### src/rtl/pulse_seq_pkg.sv
// Shared definitions for the pulse sequencer slice.
//   state_t          : burst controller states
//   MLT_* constants  : delay multiplier codes carried on dl_mlt_o
//   mlt_factor()     : clock multiplier a delay generator applies for a code
package pulse_seq_pkg;

    typedef enum logic [2:0] {
        IDLE    = 3'd0,
        LAUNCH  = 3'd1,
        PULSE   = 3'd2,
        RECOVER = 3'd3,
        DONE    = 3'd4
    } state_t;

    localparam logic [4:0] MLT_X1   = 5'd1;  // delay counted in single clocks
    localparam logic [4:0] MLT_X100 = 5'd2;  // delay counted in units of 100 clocks
    // Any other code means units of 100000 clocks.

    function automatic int unsigned mlt_factor(input logic [4:0] code);
        case (code)
            MLT_X1:   return 1;
            MLT_X100: return 100;
            default:  return 100000;
        endcase
    endfunction

endpackage

### src/rtl/pulse_width_timer.sv
// Load / decrement / zero-detect counter that times the light pulse width.
//   clk_PulseSeq : system clock
//   rst_PulseSeq : synchronous active-high reset
//   load         : load load_val (takes priority over dec)
//   load_val     : value to load
//   dec          : decrement by one, holding at zero
//   zero         : counter is zero
module pulse_width_timer #(
    parameter int CNT_W = 16
) (
    input  logic             clk_PulseSeq,
    input  logic             rst_PulseSeq,
    input  logic             load,
    input  logic [CNT_W-1:0] load_val,
    input  logic             dec,
    output logic             zero
);

    logic [CNT_W-1:0] count;

    // NOTE: clocked state uses non-blocking assignments so every register
    // samples the pre-edge values, independent of block evaluation order.
    always_ff @(posedge clk_PulseSeq) begin
        if (rst_PulseSeq) begin
            count <= '0;
        end else if (load) begin
            count <= load_val;
        end else if (dec && (count != '0)) begin
            count <= count - 1'b1;
        end
    end

    assign zero = (count == '0);

endmodule

### src/rtl/pulse_sequencer.sv
// Burst controller: handshakes with the delay generator and emits N light
// pulses of programmable width per burst.
//   clk_PulseSeq/rst_PulseSeq : clock, synchronous active-high reset
//   start, abort              : burst request (IDLE only), early termination
//   n_pulses, pulse_width,
//   delay, dl_mlt             : burst configuration, latched on accepted start
//   end_flg                   : delay-expired flag from the delay generator
//   dl_launch, delay_o,
//   dl_mlt_o                  : request and latched settings to the delay generator
//   light_pulse               : light pulse output
//   busy, done, aborted       : status; done is a one-cycle end-of-burst strobe
//   pulse_cnt                 : pulses emitted in the current or last burst
// All outputs are registered; they are computed from the next state.
module pulse_sequencer
    import pulse_seq_pkg::*;
#(
    parameter int CNT_W = 16,
    parameter int N_W   = 8
) (
    input  logic             clk_PulseSeq,
    input  logic             rst_PulseSeq,
    input  logic             start,
    input  logic             abort,
    input  logic [N_W-1:0]   n_pulses,
    input  logic [CNT_W-1:0] pulse_width,
    input  logic [16:0]      delay,
    input  logic [4:0]       dl_mlt,
    input  logic             end_flg,
    output logic             dl_launch,
    output logic [16:0]      delay_o,
    output logic [4:0]       dl_mlt_o,
    output logic             light_pulse,
    output logic             busy,
    output logic             done,
    output logic             aborted,
    output logic [N_W-1:0]   pulse_cnt
);

    state_t           state, state_nxt;
    logic [N_W-1:0]   n_lat, n_nxt;
    logic [CNT_W-1:0] pw_lat, pw_nxt;
    logic [CNT_W-1:0] tmr_load_val;
    logic             tmr_load, tmr_dec, tmr_zero;

    logic             dl_launch_nxt, light_nxt, busy_nxt, done_nxt, aborted_nxt;
    logic [16:0]      delay_nxt;
    logic [4:0]       mlt_nxt;
    logic [N_W-1:0]   cnt_nxt;

    // A width of 0 behaves as 1: the counter holds the remaining cycles after
    // the first one, so it loads max(width,1)-1.
    assign tmr_load_val = (pw_lat == '0) ? '0 : pw_lat - 1'b1;

    pulse_width_timer #(.CNT_W(CNT_W)) u_timer (
        .clk_PulseSeq (clk_PulseSeq),
        .rst_PulseSeq (rst_PulseSeq),
        .load         (tmr_load),
        .load_val     (tmr_load_val),
        .dec          (tmr_dec),
        .zero         (tmr_zero)
    );

    // NOTE: every signal written here gets a default first, so no path can
    // leave one unassigned and infer a latch.
    always_comb begin
        state_nxt     = state;
        n_nxt         = n_lat;
        pw_nxt        = pw_lat;
        delay_nxt     = delay_o;
        mlt_nxt       = dl_mlt_o;
        cnt_nxt       = pulse_cnt;
        aborted_nxt   = aborted;
        dl_launch_nxt = 1'b0;
        light_nxt     = 1'b0;
        tmr_load      = 1'b0;
        tmr_dec       = 1'b0;

        case (state)
            IDLE: begin
                if (start) begin
                    n_nxt       = n_pulses;
                    pw_nxt      = pulse_width;
                    delay_nxt   = delay;
                    mlt_nxt     = dl_mlt;
                    cnt_nxt     = '0;
                    aborted_nxt = 1'b0;
                    if (n_pulses == '0) begin
                        state_nxt = DONE;
                    end else begin
                        state_nxt     = LAUNCH;
                        dl_launch_nxt = 1'b1;
                    end
                end
            end
            LAUNCH: begin
                // abort wins over a simultaneous end_flg: no pulse is fired.
                if (abort) begin
                    state_nxt   = RECOVER;
                    aborted_nxt = 1'b1;
                end else if (end_flg) begin
                    state_nxt = PULSE;
                    light_nxt = 1'b1;
                    tmr_load  = 1'b1;
                    cnt_nxt   = pulse_cnt + 1'b1;
                end else begin
                    dl_launch_nxt = 1'b1;
                end
            end
            PULSE: begin
                if (abort) begin
                    state_nxt   = RECOVER;
                    aborted_nxt = 1'b1;
                end else if (tmr_zero) begin
                    state_nxt = RECOVER;
                end else begin
                    light_nxt = 1'b1;
                    tmr_dec   = 1'b1;
                end
            end
            RECOVER: begin
                // Wait for the delay generator to clear before relaunching.
                if (!end_flg) begin
                    if (aborted || (pulse_cnt == n_lat)) begin
                        state_nxt = DONE;
                    end else begin
                        state_nxt     = LAUNCH;
                        dl_launch_nxt = 1'b1;
                    end
                end
            end
            DONE: begin
                state_nxt = IDLE;
            end
            default: begin
                state_nxt = IDLE;
            end
        endcase

        busy_nxt = state_nxt inside {LAUNCH, PULSE, RECOVER};
        done_nxt = (state_nxt == DONE);
    end

    always_ff @(posedge clk_PulseSeq) begin
        if (rst_PulseSeq) begin
            state       <= IDLE;
            n_lat       <= '0;
            pw_lat      <= '0;
            delay_o     <= '0;
            dl_mlt_o    <= '0;
            pulse_cnt   <= '0;
            aborted     <= 1'b0;
            dl_launch   <= 1'b0;
            light_pulse <= 1'b0;
            busy        <= 1'b0;
            done        <= 1'b0;
        end else begin
            state       <= state_nxt;
            n_lat       <= n_nxt;
            pw_lat      <= pw_nxt;
            delay_o     <= delay_nxt;
            dl_mlt_o    <= mlt_nxt;
            pulse_cnt   <= cnt_nxt;
            aborted     <= aborted_nxt;
            dl_launch   <= dl_launch_nxt;
            light_pulse <= light_nxt;
            busy        <= busy_nxt;
            done        <= done_nxt;
        end
    end

endmodule

### config.mk
export PLATFORM = sky130hd
export DESIGN_NAME = pulse_sequencer
export DESIGN_NICKNAME = d
export VERILOG_FILES = /design/src/rtl/pulse_seq_pkg.sv /design/src/rtl/pulse_width_timer.sv /design/src/rtl/pulse_sequencer.sv
export SDC_FILE = /design/constraint.sdc
export NUM_CORES = 1
export LEC_CHECK = 0
export ABC_CLOCK_PERIOD_IN_PS = 3500
export CELL_PAD_IN_SITES_DETAIL_PLACEMENT = 0
export CELL_PAD_IN_SITES_GLOBAL_PLACEMENT = 1
export CORE_ASPECT_RATIO = 0.7
export CORE_MARGIN = 3
export CORE_UTILIZATION = 40
export DETAILED_ROUTE_END_ITERATION = 16
export DONT_BUFFER_PORTS = 1
export PLACE_DENSITY_LB_ADDON = 0.05
export SYNTH_ARGS = -nofsm -noshare
export SYNTH_HDL_FRONTEND = slang
export SYNTH_HIERARCHICAL = 1
export SYNTH_SLANG_ARGS = --single-unit
### constraint.sdc
create_clock -name clk_PulseSeq -period 3.5 [get_ports clk_PulseSeq]
set_input_delay 0.7 -clock clk_PulseSeq [delete_from_list [all_inputs] [get_ports clk_PulseSeq]]
set_output_delay 0.7 -clock clk_PulseSeq [all_outputs]
set_load 0.05 [all_outputs]
=== Yosys cells after proc, flatten, opt, wreduce, memory -nomap -nowiden ===
Index checks and enable logic that the tools add are counted.

* Word-level logic and storage cells: 75
* Output and inout bits: 35
* Flip-flop bits (word level): 78
* Input bits: 51

* Reduce and logical (&&, ||, !) cells: 15
* Mux-type cells: 33
* Add/sub/neg operators: 3
* Eq/ne operators: 12

{| class="wikitable"
|+ Operators with widths
! operator !! number
|-
| 2-to-1 mux 16 bit || 3
|-
| logical NOT 16 bit || 2
|-
| subtractor 16 x 1 -> 16 bit, second input constant || 2
|-
| 2-to-1 mux 3 bit || 8
|-
| 2-to-1 mux 8 bit || 3
|-
| case mux 8 bit (2 select lines) || 1
|-
| nonzero test 16 bit || 1
|-
| 2-to-1 mux 1 bit || 14
|-
| equality test 3 x 2 -> 1 bit, second input constant || 4
|-
| case mux 3 bit (4 select lines) || 1
|-
| adder 8 x 1 -> 8 bit, second input constant || 1
|-
| equality test 8 bit || 1
|-
| logical NOT 8 bit || 1
|-
| equality test 3 x 1 -> 1 bit, second input constant || 2
|-
| inequality test 2 bit, second input constant || 3
|-
| nonzero test 2 bit || 3
|-
| case mux 1 bit (2 select lines) || 2
|-
| AND reduction 4 bit || 1
|-
| equality test 3 bit, second input constant || 1
|-
| logical NOT 3 bit || 1
|-
| case mux 1 bit (3 select lines) || 1
|-
| AND reduction 3 bit || 1
|-
| nonzero test 3 bit || 1
|-
| inequality test 2 x 1 -> 1 bit, second input constant || 1
|-
| other kinds (4) || 4
|}

=== Longest topological paths before layout ===
* Depth in word-level cells: 7
* Gate-level depth with buffers: 11
* Depth with buffers taken out: 10

=== Hierarchy ===
The synthesis kept the hierarchy.

{| class="wikitable"
|+ By module, submodules not included
! module !! cells each !! area each (um^2) !! instances !! sequential area each (um^2)
|-
| pulse_sequencer || 367 || 2,840.2 || 1 || 1,241.2
|-
| pulse_width_timer || 114 || 944.7 || 1 || 320.3
|}

=== Least setup slack after synthesis ===
No wires, ideal clock.

* Kind: flip-flop to flip-flop
* Start: register u_timer.count[0]
* End: register u_timer.count[4]
* Stages on the path, launching flop included: 10
* Required time: 3,409 ps
* Slack: 506 ps
* Buffers on the path: 1
* Period minus slack after synthesis: 2,994 ps
* Arrival time: 2,903 ps
* Cells stage by stage: dfxtp_1 -> inv_1 -> ha_1 -> nor3b_1 -> and4bb_2 -> buf_6 -> nor4_1 -> or4bb_1 -> or3_2 -> a311oi_1

* Longest elaborated chain between the ends: 6

{| class="wikitable"
|+ Ends and longest elaborated chain
! what !! line !! source
|-
| start, declared || pulse_width_timer.sv:19 || <nowiki>logic [CNT_W-1:0] count;</nowiki>
|-
| start signal, assigned || pulse_width_timer.sv:27 || <nowiki>count <= load_val;</nowiki>
|-
| start signal, assigned || pulse_width_timer.sv:29 || <nowiki>count <= count - 1'b1;</nowiki>
|-
| logical NOT 16 bit || pulse_width_timer.sv:33 || <nowiki>assign zero = (count == '0);</nowiki>
|-
| net tmr_zero || pulse_sequencer.sv:43 || <nowiki>logic tmr_load, tmr_dec, tmr_zero;</nowiki>
|-
| 2-to-1 mux 1 bit || pulse_sequencer.sv:113 || <nowiki>end else if (tmr_zero) begin</nowiki>
|-
| 2-to-1 mux 1 bit || pulse_sequencer.sv:110 || <nowiki>if (abort) begin</nowiki>
|-
| 2-to-1 mux 1 bit || pulse_sequencer.sv:78 || <nowiki>case (state)</nowiki>
|-
| net tmr_dec || pulse_sequencer.sv:43 ||
|-
| logical AND 1 bit || pulse_width_timer.sv:28 || <nowiki>end else if (dec && (count != '0)) begin</nowiki>
|-
| nonzero test 2 bit (no line) || n/a ||
|}

The timed path passes the listed nets, and every way through them passes these cells. The select of a mux whose other input is x is not followed.
A chain may end at the register's enable or synchronous reset.

=== Worst setup path after layout ===
Ends and elaborated chain as after synthesis.

==> metrics.cfg <==
[run_status]
status = completed

[global_routing]
grt_max_degree = 78
antenna_found_initial = 0
grt_pass1_vias = 2945
grt_usage_pct = 18.4
grt_pass1_wl_um = 15500
overflow = 0

[timing]
rsz0062_at_grt = false
clock_skew_ps = 5.09
fmax_mhz = 352
setup_viol = 0
maxSlewViolCount = 0
fin_crit_sh_pct = 81.1
fin_crit_ps = 2840
tightestPinTransition_ps = 681
hold_viol = 0
setup_slack_ps = 662
tns_ps = 0
timing.slew.headroom_pct = 53.4

[route]
wl_um = 9440
via_per_inst = 5.34
drcViolationCount = 0
antenna_left = 0
first_pass_iters = 4
vias = 3204
drt_iter0_drc = 235
avgRoutedWirePerCell_um = 15.7

[floorplan]
die_y_um = 87.4
design.die.area_mm2 = 0.0107
start_util_pct = 41.4
ios = 86
die_x_um = 122
placementRows = 29
core_mm2 = 0.00914

[flow_run]
maxCapViolations = 0

[setup_path]
r2r_cells = 9
cp-end-kind = flip-flop
worst_ep_required_time_ps = 3750
r2r_setup_slack_ps = 660
crit_type = reg2reg
r2r_end = u_timer/count[4]$_SDFFE_PP0P_
cp-start-kind = flip-flop
worstPathArrival_ps = 3080
regToRegStartpoint = u_timer/count[0]$_SDFFE_PP0P_
cp_max_fo = 14

[placement]
place_congestion = 0.771
place_ws_ps = 699
dp_hpwl_um = 6340
io_buffers = 0

[min_path]
worstHoldStart = rst_PulseSeq
hold_class = in2reg
hold-path-endpoint = pulse_cnt[1]$_SDFFE_PP0P_
hold_depth = 1

[layout]
area_growth_pct = 9.69
final_nets = 525
final_cell_mix = nand2_1, dfxtp_1, a21oi_1, nor2_1, xnor2_1
final_common_cell = nand2_1
diodes = 0
multi_input_area_mm2 = 0.00207
drive_gt1_share_pct = 7.56
regArea_mm2 = 0.00156
final.fill_count = 957

[synthesis]
synth_cells = 481
synthDistinctLibCells = 59
synth_edf_count = 0
async_flop_share_pct = 0
yosysTopAreaCell = dfxtp_1
yosysWarnings = 6
ys_seq_area_share_pct = 41.3
avgSynthCellArea_um2 = 7.87
synth_nets = 535
synth_seq_cells = 78
syn_area_mm2 = 0.00378
synth_area_leaders = dfxtp_1, nand2_1, a21oi_1
synth_flop_cell = dfxtp_1
yosys.area.top_type_share_pct = 41.3

[clock_network]
clk_latency_ps = 330
cts.sinks = 78
postCtsSetupBuffers = 0
hold_buffers = 0
cts_resized = 0
htreeDepth = 3
clock_path_buffers = 2
tritoncts = done
clock-root-buffer = clkbuf_16
clkTransAtPathRegs_ps = 60
cts_buffers = 9

[pwr]
leakage_nw = 1.44
p_per_area_mw_per_mm2 = 747
ir_drop_mv = 0.296

power breakdown:
| part | leakage [nW] | switching, mW | internal (mW) | total, mW |
|---|---|---|---|---|
| Combinational | 0.663 | 0.509 | 0.335 | 0.844 |
| Sequential | 0.636 | 0.303 | 1.01 | 1.31 |
| Clock | 0.142 | 0.374 | 0.572 | 0.946 |
critical path: stages, from the launching register on:
cell      delay, ps
dfxtp_1         380
inv_1            60
ha_1            250
nor3b_1         160
and4bb_2        350
nor4_1          250
buf_4           200
or4bb_1         430
or3_2           430
a311oi_1        250
layer usage:
layer | wire length (um) | global-route usage (%)
met1 | 4890 | 26.3
met2 | 3750 | 25.2
met3 | 673 | 7.21
met4 | 125 | 5.79
met5 | 0 | 0
worst max path at each step:
stage	start	slack, ps	end
global placement	u_timer/count[0]$_SDFFE_PP0P_	760	u_timer/count[4]$_SDFFE_PP0P_
CTS	u_timer/count[0]$_SDFFE_PP0P_	670	u_timer/count[4]$_SDFFE_PP0P_
detailed placement	u_timer/count[0]$_SDFFE_PP0P_	700	u_timer/count[4]$_SDFFE_PP0P_
finish	u_timer/count[0]$_SDFFE_PP0P_	660	u_timer/count[4]$_SDFFE_PP0P_
global route	u_timer/count[0]$_SDFFE_PP0P_	500	u_timer/count[4]$_SDFFE_PP0P_
floorplan	u_timer/count[0]$_SDFFE_PP0P_	510	u_timer/count[4]$_SDFFE_PP0P_
Yosys cell counts (4+ instances only):
master	instances
a211oi_1	8
inv_1	5
nand3_1	6
nor2b_1	4
a21oi_1	57
o211ai_1	4
xor2_1	4
xnor2_1	24
clkbuf_1	15
nor4_1	13
and3_1	4
or4_1	5
nor2_1	44
dfxtp_1	78
nand4_1	5
nor3_1	11
o21ai_0	8
nand2_1	115
buf_2	6
o21bai_1	4
through the flow:
stage / hold WS (ps) / util, % / area [um2] / cells / total power [mW]
floorplan: 436 / - / 3780 / 481 / 2.02
global placement: 439 / 42.1 / 3850 / 584 / 2.17
detailed placement: 446 / 42.1 / 3850 / 584 / 2.17
CTS: 425 / 45.4 / 4150 / 600 / 3.13
global route: 420 / 45.4 / 4150 / 600 / 3.30
finish: 441 / 45.4 / 4150 / 600 / 3.10
registers in the layout, summed over array words and instances (netlist names):
name	count
delay_o	17
pw_lat	16
u_timer/count	16
n_lat	8
pulse_cnt	8
dl_mlt_o	5
state	3
aborted	1
busy	1
dl_launch	1
done	1
light_pulse	1
kinds of logic after synthesis:
| family | share of synthesized area, % |
|---|---|
| xor gates and xnor gates | 6.48 |
| AOI/OAI and AO/OA | 15.3 |
| muxes | 1.09 |
| buffers and inverters | 4.20 |
| DFF | 41.3 |
| and+or+nand+nor | 30.6 |
| adders and majority gates | 0.992 |
cell type report:
class                           count  area share (%)
Multi-Input combinational cell    371            49.9
Sequential cell                    78            37.6
Tap cell                          124            3.74
Inverter                            6           0.542
Timing Repair Buffer                5           0.904
Clock buffer                       11            5.85
Clock inverter                      5            1.42
No activity file was read; power rests on OpenSTA's default activity.
